$ cat src/rtl/uart_pkg.sv
// uart_pkg: shared FSM encoding, frame constants and counter sizing for the UART transmitter
package uart_pkg;
  typedef enum logic [2:0] {IDLE = 3'd0, START = 3'd1, DATA = 3'd2, PARITY = 3'd3, STOP = 3'd4} state_t;
  localparam int DATA_BITS = 8;
  localparam logic TX_IDLE_LEVEL = 1'b1;
  function automatic int cnt_width(input int clks);
    return (clks < 3) ? 1 : $clog2(clks);
  endfunction
endpackage

$ cat src/rtl/uart_baud_gen.sv
// uart_baud_gen: free-running bit-period counter with sync clear and a one-cycle end-of-bit tick
module uart_baud_gen
  import uart_pkg::*;
#(
  parameter int CLKS_PER_BIT = 1042
) (
  input  logic clk,
  input  logic reset,
  input  logic clear,
  output logic bit_tick
);
  localparam int W = cnt_width(CLKS_PER_BIT);
  localparam logic [W-1:0] LAST = W'(CLKS_PER_BIT - 1);
  logic [W-1:0] cnt;
  assign bit_tick = ~clear & (cnt == LAST);
  // count 0..CLKS_PER_BIT-1 and wrap; held at zero while cleared so a frame starts on a full bit
  always_ff @(posedge clk or posedge reset)
    if (reset) cnt <= '0;
    else cnt <= (clear | bit_tick) ? '0 : cnt + 1'b1;
endmodule

$ cat src/rtl/ascii_uart_tx.sv
// ascii_uart_tx: one-byte buffered UART transmitter with optional parity and 1/2 stop bits
module ascii_uart_tx
  import uart_pkg::*;
#(
  parameter int CLKS_PER_BIT = 1042,
  parameter int STOP_BITS = 1,
  parameter int PARITY_EN = 0,
  parameter int PARITY_ODD = 0
) (
  input  logic       clk,
  input  logic       reset,
  input  logic [7:0] char_in,
  input  logic       char_valid,
  output logic       char_ready,
  output logic       tx,
  output logic       busy,
  output logic       frame_done
);
  localparam logic [2:0] LAST_DATA = 3'(DATA_BITS - 1);
  localparam logic [2:0] LAST_STOP = 3'(STOP_BITS - 1);
  state_t state, state_n;
  logic [2:0] idx, idx_n;
  logic [7:0] shift, shift_n, hold, hold_n;
  logic full, full_n, tx_n, done_n, load, tick, par;
  assign par = ^shift ^ 1'(PARITY_ODD);
  uart_baud_gen #(.CLKS_PER_BIT(CLKS_PER_BIT)) u_baud (
    .clk(clk),
    .reset(reset),
    .clear(state == IDLE),
    .bit_tick(tick)
  );
  // all outputs are registered; reset forces the line high immediately
  always_ff @(posedge clk or posedge reset)
    if (reset) begin
      state      <= IDLE;
      idx        <= '0;
      shift      <= '0;
      hold       <= '0;
      full       <= 1'b0;
      tx         <= TX_IDLE_LEVEL;
      char_ready <= 1'b1;
      busy       <= 1'b0;
      frame_done <= 1'b0;
    end else begin
      state      <= state_n;
      idx        <= idx_n;
      shift      <= shift_n;
      hold       <= hold_n;
      full       <= full_n;
      tx         <= tx_n;
      char_ready <= ~full_n;
      busy       <= (state_n != IDLE) | full_n;
      frame_done <= done_n;
    end
  // next-state: accept into the holding buffer, walk the frame, reload from holding at frame start
  always_comb begin
    state_n = state;
    idx_n   = idx;
    shift_n = shift;
    hold_n  = hold;
    full_n  = full;
    tx_n    = tx;
    done_n  = 1'b0;
    load    = 1'b0;
    if (char_valid && char_ready) begin
      hold_n = char_in;
      full_n = 1'b1;
    end
    case (state)
      IDLE: load = full;
      START:
        if (tick) begin
          state_n = DATA;
          tx_n    = shift[0];
        end
      DATA:
        if (tick) begin
          idx_n   = (idx == LAST_DATA) ? 3'd0 : idx + 3'd1;
          state_n = (idx != LAST_DATA) ? DATA : (PARITY_EN != 0) ? PARITY : STOP;
          tx_n    = (idx != LAST_DATA) ? shift[idx + 3'd1] : (PARITY_EN != 0) ? par : TX_IDLE_LEVEL;
        end
      PARITY:
        if (tick) begin
          state_n = STOP;
          tx_n    = TX_IDLE_LEVEL;
        end
      STOP:
        if (tick) begin
          idx_n = (idx == LAST_STOP) ? 3'd0 : idx + 3'd1;
          if (idx == LAST_STOP) begin
            done_n  = 1'b1;
            state_n = IDLE;
            load    = full;
          end
        end
      default: state_n = IDLE;
    endcase
    if (load) begin
      shift_n = hold;
      full_n  = 1'b0;
      tx_n    = 1'b0;
      state_n = START;
    end
  end
endmodule

$ cat config.mk
export PLATFORM = sky130hd
export DESIGN_NAME = ascii_uart_tx
export DESIGN_NICKNAME = d
export VERILOG_FILES = /design/src/rtl/uart_pkg.sv /design/src/rtl/uart_baud_gen.sv /design/src/rtl/ascii_uart_tx.sv
export SDC_FILE = /design/constraint.sdc
export NUM_CORES = 1
export LEC_CHECK = 0
export CORE_MARGIN = 3
export CORE_UTILIZATION = 50
export CTS_BUF_LIST = sky130_fd_sc_hd__clkbuf_4 sky130_fd_sc_hd__clkbuf_8
export CTS_CLUSTER_DIAMETER = 30
export CTS_CLUSTER_SIZE = 40
export DETAILED_ROUTE_END_ITERATION = 8
export PLACE_DENSITY = 0.76
export SYNTH_ARGS = -nofsm -noshare
export SYNTH_HDL_FRONTEND = slang
export SYNTH_HIERARCHICAL = 1
export SYNTH_SLANG_ARGS = --single-unit
$ cat constraint.sdc
create_clock -name clk -period 2.2 [get_ports clk]
set_input_delay 0.44 -clock clk [delete_from_list [all_inputs] [get_ports clk]]
set_output_delay 0.44 -clock clk [all_outputs]
set_load 0.05 [all_outputs]
* Word level (Yosys, flattened, before mapping)
Cells that the tools add are included.
** Word-level totals
- Bits in read-only memories :: 0
- Bits in writable memories :: 0
- Input port bits :: 11
- Memories kept :: 0
- Word-level logic and storage cells :: 68
- Bits in registers :: 38
- Latch bits :: 0
** Operators by class
- Reduce and logical (&&, ||, !) cells :: 8
- Bitwise logic cells :: 5
- Eq/ne operators :: 12
- Order comparisons :: 1
- Shift-type cells :: 0
- Add/subtract/negate cells :: 2
- Multiply operators :: 0
- Div/mod/pow operators :: 0
- Muxes and demuxes :: 30
** Operators with widths (count)
- $mux W3 :: 11
- $pmux W3 S5 :: 1
- $mux W1 :: 13
- $add A11 B1 Y11 const B :: 1
- $eq A11 B11 Y1 const B :: 1
- $mux W11 :: 1
- $ne A3 B2 Y1 const B :: 3
- $eq A3 B2 Y1 const B :: 2
- $eq A3 B3 Y1 const B :: 2
- $logic_not A3 Y1 :: 2
- $pmux W3 S2 :: 1
- $lt A3 B4 Y1 const B :: 1
- $ne A2 B1 Y1 const B :: 2
- $reduce_and A4 Y1 :: 1
- $reduce_bool A4 Y1 :: 1
- $add A3 B1 Y3 const B :: 1
- $bmux W1 S3 :: 1
- $eq A3 B1 Y1 const B :: 1
- $ne A3 B3 Y1 const B :: 1
- $pmux W1 S3 :: 1
- $reduce_and A3 Y1 :: 1
- $reduce_bool A3 Y1 :: 1
- $not A1 Y1 :: 2
- $or A1 B1 Y1 :: 2
- 4 further kinds :: 4

* Depth between registers and ports, before layout
Gate-level depths: netlist of run 1.
- Word-level depth :: 8
- Depth in mapped cells :: 8
- Mapped depth without buffers :: 8

* Cells and area by module
Netlist of run 1, hierarchy kept.
** Modules (own cells, without submodules)
- ascii_uart_tx :: area each 1262.5 µm², cells an instance 94, instances 1
- uart_baud_gen :: area each 563.0 µm², cells an instance 56, instances 1

* Worst setup path after synthesis of run 1
No wires, ideal clock.
- Path kind :: reg-to-reg
- From :: register u_baud.cnt[1]
- To :: register shift[0]
- Buffers on the path :: 1
- Cell stages (with the launch flop) :: 9
- Arrival time :: 1952 ps
- Setup time :: 125 ps
- Period minus slack after synthesis :: 2077 ps
- Slack :: 123 ps
- Required time :: 2075 ps
- Cells stage by stage :: dfrtp_1 inv_1 ha_1 nor4bb_1 and4b_1 nand3b_1 a21oi_2 buf_4 mux2_2
** On the way
- Cells in the longest elaborated chain, start to end :: 4
** RTL lines
- from (decl) :: line uart_baud_gen.sv:14 : logic [W-1:0] cnt;
- from (signal assigned) :: line uart_baud_gen.sv:19 : else cnt <= (clear | bit_tick) ? '0 : cnt + 1'b1;
- $eq A11 B11 Y1 :: line uart_baud_gen.sv:15 : assign bit_tick = ~clear & (cnt == LAST);
- $and A1 B1 Y1 :: line uart_baud_gen.sv:15
- via tick :: line ascii_uart_tx.sv:24 : logic full, full_n, tx_n, done_n, load, tick, par;
- $mux W1 :: line ascii_uart_tx.sv:88 : if (tick) begin
- $pmux W1 S2 :: line ascii_uart_tx.sv:69 : case (state)
- to (signal assigned) :: line ascii_uart_tx.sv:47 : shift <= shift_n;
- to (decl) :: line ascii_uart_tx.sv:23 : logic [7:0] shift, shift_n, hold, hold_n;
The timed path passes the listed nets, and every way through them passes these cells.
A chain may end at the register's enable or synchronous reset.

* Worst setup path after layout of run 1
- From :: register tx
- To :: output tx
** RTL lines
- from (decl) :: line ascii_uart_tx.sv:15 : output logic tx,
- from (signal assigned) :: line ascii_uart_tx.sv:50 : tx <= tx_n;
No word-level cell between the ends.

==> flow_summary.json, run 1 <==
{
  "setup_tns_ns": 0,
  "grt_pass1_wl_um": 5820,
  "regArea_um2": 953,
  "antenna_left": 0,
  "die_h_um": 66.4,
  "cts_tree": "built",
  "multi_input_area_um2": 831,
  "grt_max_degree": 28,
  "finClkSkew_ns": 0.00778,
  "crit_buf_inv": 1,
  "synth_cell_types": 44,
  "path_cells": "clkdlybuf4s50_1",
  "die_width_um": 66.4,
  "route.detailed.drc": 0,
  "viasPerCell": 5.69,
  "overflow": 0,
  "maxSlewHeadroom": 0.621,
  "synth_warnings": 6,
  "synth_seq_cells": 38,
  "final_hold_viol_count": 0,
  "clk-insertion-delay-late_ns": 0.34,
  "initial_core_util": 0.534,
  "crit_path_start_kind": "flip-flop",
  "drt-pass1-iter-count": 4,
  "grt.total_usage": 0.178,
  "cts.sinks": 38,
  "cp-end-kind": "output pin",
  "num_vias": 1308,
  "crit_fanout": 3,
  "cpLargestDelayFamily": "buffers and inverters",
  "tightest_slew_ns": 0.554,
  "path_class": "reg2out",
  "dp_hpwl_um": 2620,
  "cts_buffer_depth": 2,
  "finalSetupViolCount": 0,
  "r2r_end": "shift[3]$_DFFE_PP0P_",
  "rows": 21,
  "rr_worst_depth": 6,
  "core-area_mm2": 0.00342,
  "final_common_cell": "dfrtp_1",
  "slew_violations": 0,
  "netlist_area_mm2": 0.00183,
  "wirelength_um": 3610,
  "areaGrowthSynthToFinish_pct": 20.1,
  "max-cap-violations": 0,
  "ys.flop_type": "dfrtp_1",
  "vdd_ir_drop_max_v": 0.000612,
  "rsz0062_at_grt": "no",
  "io_buffers": 14,
  "required_ns": 1.76,
  "clkTransAtPathRegs_ns": 0.11,
  "worst-path-stages": 1,
  "leakage_uw": 0.000931,
  "n_antenna_cell": 0,
  "period_needed_ns": 2.14,
  "cp-startpoint": "tx$_DFFE_PP1P_",
  "numCtsBuffers": 5,
  "ctsHtreeMaxLevel": 2,
  "die_area_mm2": 0.00441,
  "layout-drive-gt1-share": 0.332,
  "period_share": 0.973,
  "crit_path_end": "tx",
  "nNetsFinal": 199,
  "synth_edf_count": 0,
  "reg2reg_slack_ns": 0.11,
  "syn_nets": 166,
  "rr_startpoint": "u_baud/cnt[5]$_DFF_PP0_",
  "power_per_cell_area_mw_per_mm2": 966,
  "cts_root_buffer": "clkbuf_4",
  "synth_cells": 150,
  "io_pins": 15,
  "total_power_uw": 2120,
  "gp_congestion": 0.897,
  "async_reset_ff_frac": 1.00,
  "grt_pass1_vias": 1256,
  "status": "complete, no violations",
  "ctsHoldBuffers": 0,
  "final_cell_mix": "dfrtp_1 (36), mux2_2 (17), buf_4 (15)",
  "syn_area_per_cell_um2": 12.2,
  "arrival_ns": 1.70,
  "avgRoutedWirePerCell_um": 15.7,
  "crit_slowest_cell": "clkdlybuf4s50_1",
  "fmax_mhz": 467,
  "nFillCells": 283,
  "drtIter0Drc": 75,
  "antenna_found_initial": 0,
  "yosysSeqAreaShare": 0.522,
  "max_stage_delay_ns": 0.80,
  "min_path_type": "in2async"
}
metrics by stage:
stage               hold slack, ns  area, um2  cells   util  worst slack, ns
detailed placement           0.487       2110    220  0.616           0.0436
finish                       0.413       2190    230  0.642           0.0601
global placement             0.484       2110    220  0.616            0.110
floorplan                    0.292       1830    150      -            0.123
CTS                          0.417       2160    228  0.633           0.0179
global route                 0.434       2190    230  0.642         0.000940
cell families after synthesis:
| family | share of synthesized area |
|---|---|
| multiplexers | 0.135 |
| AND/OR/NAND/NOR | 0.153 |
| XOR/XNOR | 0.0192 |
| adder cells (fa/ha/maj) | 0.0343 |
| buffers and inverters | 0.0315 |
| flip-flops | 0.522 |
| AO/OA/AOI/OAI | 0.105 |
what timing repair did:
item / 4_1_cts / 5_1_grt
setup endpoints to repair: 0 / 12
gates resized for setup: 0 / 3
setup buffers: 0 / 2
sequential cells by signal, indices dropped and copies added, names as in the netlist:
signal and flops:
tx 1, shift 8, state 3, idx 3, char_ready 1, u_baud/cnt 11
frame_done 1, busy 1, full 1, hold 8
synthesized netlist by cell type (3+ instances only):
library cell	number	area share
a21oi_1	9	0.025
dfrtp_1	36	0.49
ha_1	5	0.034
inv_1	6	0.012
mux2_2	17	0.10
nand2_1	7	0.014
nand3_1	3	0.0082
nor2_1	11	0.023
o21ai_0	5	0.014
o31ai_1	3	0.012
or3_1	3	0.010
or4_1	3	0.012
how the worst min path moves through the flow:
stage                         from                      end  slack, ns
2_1_floorplan                reset  u_baud/cnt[0]$_DFF_PP0_       0.29
3_3_place_gp   hold[3]$_DFFE_PP0P_     shift[3]$_DFFE_PP0P_       0.48
3_5_place_dp   hold[7]$_DFFE_PP0P_      hold[7]$_DFFE_PP0P_       0.49
4_1_cts                      reset  u_baud/cnt[9]$_DFF_PP0_       0.42
5_1_grt                      reset  u_baud/cnt[0]$_DFF_PP0_       0.43
6_report                     reset  u_baud/cnt[1]$_DFF_PP0_       0.41
layout make-up:
cell class | count | area share
repair buffers | 30 | 0.124
clock inverters | 2 | 0.00457
well taps | 46 | 0.0263
multi-input cells | 102 | 0.379
inverters | 6 | 0.0103
clock buffers | 6 | 0.0205
flip-flops and latches | 38 | 0.435
routing by layer:
layer	global-route usage	share of wire	vias to the layer above
met3	0.0391	0.044	8
li1	-	-	612
met2	0.295	0.51	47
met5	0	0	-
met1	0.215	0.42	641
met4	0.0939	0.019	0
report_power, final:
| part | switching [uW] | internal, uW |
|---|---|---|
| logic | 321 | 374 |
| clock network | 218 | 134 |
| registers | 141 | 929 |
| total | 680 | 1440 |
Power figures use the tool's default switching activity.
==> inputs of run 2 (changes only) <==
--- a/config.mk
+++ b/config.mk
@@ -5,7 +5,7 @@
 export SDC_FILE = /design/constraint.sdc
 export NUM_CORES = 1
 export LEC_CHECK = 0
-export CORE_MARGIN = 3
+export CORE_MARGIN = 4
 export CORE_UTILIZATION = 50
 export CTS_BUF_LIST = sky130_fd_sc_hd__clkbuf_4 sky130_fd_sc_hd__clkbuf_8
 export CTS_CLUSTER_DIAMETER = 30
==> flow_summary.json, run 2 (synthesis gave the netlist of run 1 again) <==
{
  "grt_pass1_vias": 1285,
  "rr_startpoint": "u_baud/cnt[1]$_DFF_PP0_",
  "maxSlewHeadroom": 0.667,
  "grt_pass1_wl_um": 5740,
  "cpLargestDelayFamily": "buffers and inverters",
  "cts_setup_buffers": 0,
  "antenna_found_initial": 0,
  "die_h_um": 68.4,
  "largest_reg_flops": 11,
  "max_stage_delay_ns": 0.80,
  "io_pins": 15,
  "grt_max_degree": 28,
  "layout-drive-gt1-share": 0.305,
  "fmax_mhz": 481,
  "setup_ws_ns": 0.120,
  "crit_slowest_cell": "clkdlybuf4s50_1",
  "drt-pass1-iter-count": 4,
  "reg2reg_slack_ns": 0.16,
  "vdd_ir_drop_max_v": 0.000563,
  "top_register": "u_baud/cnt",
  "leakage_uw": 0.000906,
  "max-cap-violations": 0,
  "ctsHtreeMaxLevel": 2,
  "top_regs": "u_baud/cnt (11), hold (8), shift (8)",
  "final_common_cell": "dfrtp_1",
  "pre_cts_ws_ns": 0.0449,
  "final_hold_viol_count": 0,
  "rr_worst_depth": 8,
  "status": "complete, no violations",
  "period_share": 0.945,
  "crit_path_start_kind": "flip-flop",
  "wirelength_um": 3220,
  "clk-insertion-delay-late_ns": 0.29,
  "die_area_mm2": 0.00468,
  "num_vias": 1231,
  "period_needed_ns": 2.08,
  "numCtsBuffers": 5,
  "final_cell_mix": "dfrtp_1 (36), mux2_2 (17), clkdlybuf4s50_1 (14)",
  "power_per_cell_area_mw_per_mm2": 1010,
  "min_path_type": "in2async",
  "rows": 21,
  "route.detailed.drc": 0,
  "cts_resized": 0,
  "cts.sinks": 38,
  "dp_hpwl_um": 2450,
  "rsz0062_at_grt": "no",
  "viasPerCell": 5.52,
  "drtIter0Drc": 56,
  "antenna_left": 0,
  "crit_fanout": 3,
  "path_class": "reg2out",
  "nNetsFinal": 192,
  "gp_congestion": 0.873,
  "cts_tree": "built",
  "cts_root_buffer": "clkbuf_8",
  "die_width_um": 68.4,
  "grt.total_usage": 0.166,
  "ctsHoldBuffers": 0,
  "worst-path-stages": 1,
  "finalSetupViolCount": 0,
  "core-area_mm2": 0.00344,
  "required_ns": 1.76,
  "initial_core_util": 0.530,
  "crit_buf_inv": 1,
  "cts_buffer_depth": 2,
  "r2r_end": "idx[0]$_DFFE_PP0P_",
  "finClkSkew_ns": 0.00454,
  "cp-end-kind": "output pin",
  "crit_path_end": "char_ready",
  "n_antenna_cell": 0,
  "avgRoutedWirePerCell_um": 14.4,
  "clkTransAtPathRegs_ns": 0.07,
  "io_buffers": 14,
  "cp-startpoint": "char_ready$_DFF_PP1_",
  "arrival_ns": 1.64,
  "overflow": 0,
  "areaGrowthSynthToFinish_pct": 19.2,
  "path_cells": "clkdlybuf4s50_1",
  "setup_tns_ns": 0,
  "tightest_slew_ns": 0.498,
  "slew_violations": 0
}
run 2: cell type report:
type | count | area (um2)
fillers | 273 | 1270
flip-flops and latches | 38 | 953
multi-input cells | 102 | 836
repair buffers | 23 | 211
clock buffers | 6 | 82.6
well taps | 46 | 57.6
inverters | 6 | 22.5
clock inverters | 2 | 12.5
run 2: where the power goes:
| group | internal (uW) | total, uW | switching (uW) |
|---|---|---|---|
| Clock | 251 | 485 | 234 |
| Sequential | 931 | 1080 | 151 |
| Combinational | 339 | 628 | 289 |
| Total | 1520 | 2200 | 674 |
run 2: per-layer routing:
metal  global-route usage  wire length, um  share of wire
met5                    0                0              0
met4               0.0596               36          0.011
met3               0.0525              131          0.041
met2                0.268             1640           0.51
met1                0.208             1410           0.44
run 2: worst min path at each step:
stage                               to  slack, ns  cells after the start
2_1_floorplan  u_baud/cnt[0]$_DFF_PP0_       0.29                      1
3_3_place_gp      shift[3]$_DFFE_PP0P_       0.48                      1
3_5_place_dp      shift[5]$_DFFE_PP0P_       0.49                      1
4_1_cts        u_baud/cnt[2]$_DFF_PP0_       0.48                      2
5_1_grt        u_baud/cnt[1]$_DFF_PP0_       0.50                      2
6_report       u_baud/cnt[1]$_DFF_PP0_       0.46                      2
run 2: metrics by stage:
stage / util / area, um2 / instances / hold WS (ns) / power (uW)
2_1_floorplan: - / 1830 / 150 / 0.292 / 1510
3_3_place_gp: 0.597 / 2060 / 215 / 0.483 / 1660
3_5_place_dp: 0.597 / 2060 / 215 / 0.492 / 1710
4_1_cts: 0.625 / 2150 / 223 / 0.475 / 2200
5_1_grt: 0.632 / 2180 / 223 / 0.495 / 2340
6_report: 0.632 / 2180 / 223 / 0.459 / 2200
run 2: worst reg2reg max path: cells and delay by family, from the launching register on:
kind                       cells  cell delay (ns)
DFF                            1             0.41
AOI/OAI and AO/OA              2             0.40
and+or+nand+nor                3             0.89
buffers and inverters          2             0.17
adders and majority gates      1             0.14
==> inputs of run 3 (changes only) <==
--- a/config.mk
+++ b/config.mk
@@ -11,6 +11,7 @@
 export CTS_CLUSTER_DIAMETER = 30
 export CTS_CLUSTER_SIZE = 40
 export DETAILED_ROUTE_END_ITERATION = 8
+export GPL_TIMING_DRIVEN = 0
 export PLACE_DENSITY = 0.76
 export SYNTH_ARGS = -nofsm -noshare
 export SYNTH_HDL_FRONTEND = slang
==> flow_summary.json, run 3 (synthesis gave the netlist of run 1 again) <==
{
  "status": "finished with violations",
  "violations": "setup timing",
  "leakage_uw": 0.000951,
  "die_h_um": 68.4,
  "dp_hpwl_um": 2460,
  "avgRoutedWirePerCell_um": 16.0,
  "largest_reg_flops": 11,
  "overflow": 0,
  "seq_power_share": 0.450,
  "swShare": 0.288,
  "ctsHoldBuffers": 0,
  "top_regs": "u_baud/cnt (11), hold (8), shift (8)",
  "hold_slack_ns": 0.457,
  "wirelength_um": 3580,
  "place_area_mm2": 0.00202,
  "antenna_left": 0,
  "die_width_um": 68.4,
  "power_per_cell_area_mw_per_mm2": 1100,
  "core-area_mm2": 0.00344,
  "n_antenna_cell": 0,
  "tightest_slew_ns": 1.00,
  "setup_tns_ns": -0.0209,
  "final_common_cell": "dfrtp_1",
  "arrival_ns": 2.39,
  "gp_congestion": 0.834,
  "crit_fanout": 3,
  "min_path_type": "in2async",
  "cpLargestDelayFamily": "simple AND/OR/NAND/NOR gates",
  "cts_tree": "built",
  "period_needed_ns": 2.21,
  "grt_pass1_vias": 1326,
  "finClkSkew_ns": 0.00478,
  "clkTransAtPathRegs_ns": 0.08,
  "viasPerCell": 5.73,
  "p_switching_uw": 713,
  "max_stage_delay_ns": 0.40,
  "io_pins": 15,
  "required_ns": 2.38,
  "drt-pass1-iter-count": 4,
  "layout-drive-gt1-share": 0.322,
  "die_area_mm2": 0.00468,
  "crit_path_start_kind": "flip-flop",
  "slew_violations": 0,
  "cts_root_buffer": "clkbuf_8",
  "worst-path-stages": 8,
  "rows": 21,
  "initial_core_util": 0.530,
  "cts_buffer_depth": 2,
  "max-cap-violations": 0,
  "grt_max_degree": 28,
  "crit_buf_inv": 2,
  "clk-insertion-delay-late_ns": 0.29,
  "setup_ws_ns": -0.00857,
  "rr_worst_depth": 8,
  "nNetsFinal": 192,
  "final_hold_viol_count": 0,
  "areaGrowthSynthToFinish_pct": 23.9,
  "vdd_ir_drop_max_v": 0.000697,
  "io_buffers": 14,
  "finalSetupViolCount": 4,
  "grt_pass1_wl_um": 5950,
  "p_clk_frac": 0.285,
  "period_share": 1.00,
  "antenna_found_initial": 0,
  "route.detailed.drc": 0,
  "cts.sinks": 38,
  "ctsHtreeMaxLevel": 2,
  "num_vias": 1277,
  "crit_slowest_cell": "dfrtp_1",
  "maxSlewHeadroom": 0.332,
  "numCtsBuffers": 5,
  "top_register": "u_baud/cnt",
  "intPower_uw": 1760,
  "path_cells": "inv_1 -> ha_2 -> nor4bb_4 -> and4b_2 -> nand3b_1 -> a21oi_4 -> buf_4 -> mux2_2",
  "final_cell_mix": "dfrtp_1 (36), clkdlybuf4s50_1 (14), mux2_2 (11), nor2_1 (11), a21oi_1 (9)",
  "combPwrFrac": 0.265,
  "fmax_mhz": 453,
  "final_area_mm2": 0.00226,
  "cp-end-kind": "flip-flop",
  "rsz0062_at_grt": "yes",
  "grt.total_usage": 0.175,
  "drtIter0Drc": 76,
  "path_class": "reg2reg"
}
==> run 3: changes by cell type in the layout (fill, tap and decap cells not counted), sizes merged <==
cell      before  now
bufinv         0    2
clkbuf         6    5
clkinvlp       1    0
==> run 3: area by class of cell <==
class                           count  area, um2
Sequential cell                    38        953
Timing Repair Buffer               19        178
Tap cell                           46       57.6
Clock buffer                        5       68.8
Fill cell                         248       1180
Buffer                              4       38.8
Inverter                            6       22.5
Clock inverter                      3       68.8
Multi-Input combinational cell    102        875
==> run 3: metal layers <==
metal	up-vias	GRT usage	wire [um]
met1	626	0.213	1530
met3	7	0.0591	178
li1	602	-	-
met5	-	0	0
met2	42	0.280	1810
met4	0	0.0794	57
==> run 3: what timing repair did <==
item	in CTS	in global routing
gates resized for setup	4	10
pin swaps	3	3
endpoints found under the setup margin	11	11
setup buffers	3	2
==> run 3: through the flow <==
step | instances | total power [uW] | util | setup WS, ns
finish | 223 | 2480 | 0.657 | -0.00857
global route | 223 | 2610 | 0.657 | -0.0965
CTS | 221 | 2400 | 0.640 | 0.0229
detailed placement | 210 | 1680 | 0.588 | -0.258
global placement | 210 | 1630 | 0.588 | -0.172
floorplan | 150 | 1510 | - | 0.123
==> run 3: final timing paths <==
check                                         from                       to  slack (ns)
max                        u_baud/cnt[1]$_DFF_PP0_     shift[5]$_DFFE_PP0P_      -0.009
min                                          reset  u_baud/cnt[0]$_DFF_PP0_        0.46
max reg2reg                u_baud/cnt[1]$_DFF_PP0_     shift[5]$_DFFE_PP0P_      -0.009
min reg2reg                    hold[6]$_DFFE_PP0P_     shift[6]$_DFFE_PP0P_        0.51
max in group asynchronous                    reset     frame_done$_DFF_PP0_        0.89
min in group clk               hold[6]$_DFFE_PP0P_     shift[6]$_DFFE_PP0P_        0.51
==> run 3: power groups by stage <==
stage	combinational [uW]	sequential, uW	clock [uW]
global placement	534	1100	0
floorplan	413	1100	0
global route	718	1150	744
CTS	584	1100	719
finish	655	1110	707
detailed placement	568	1110	0
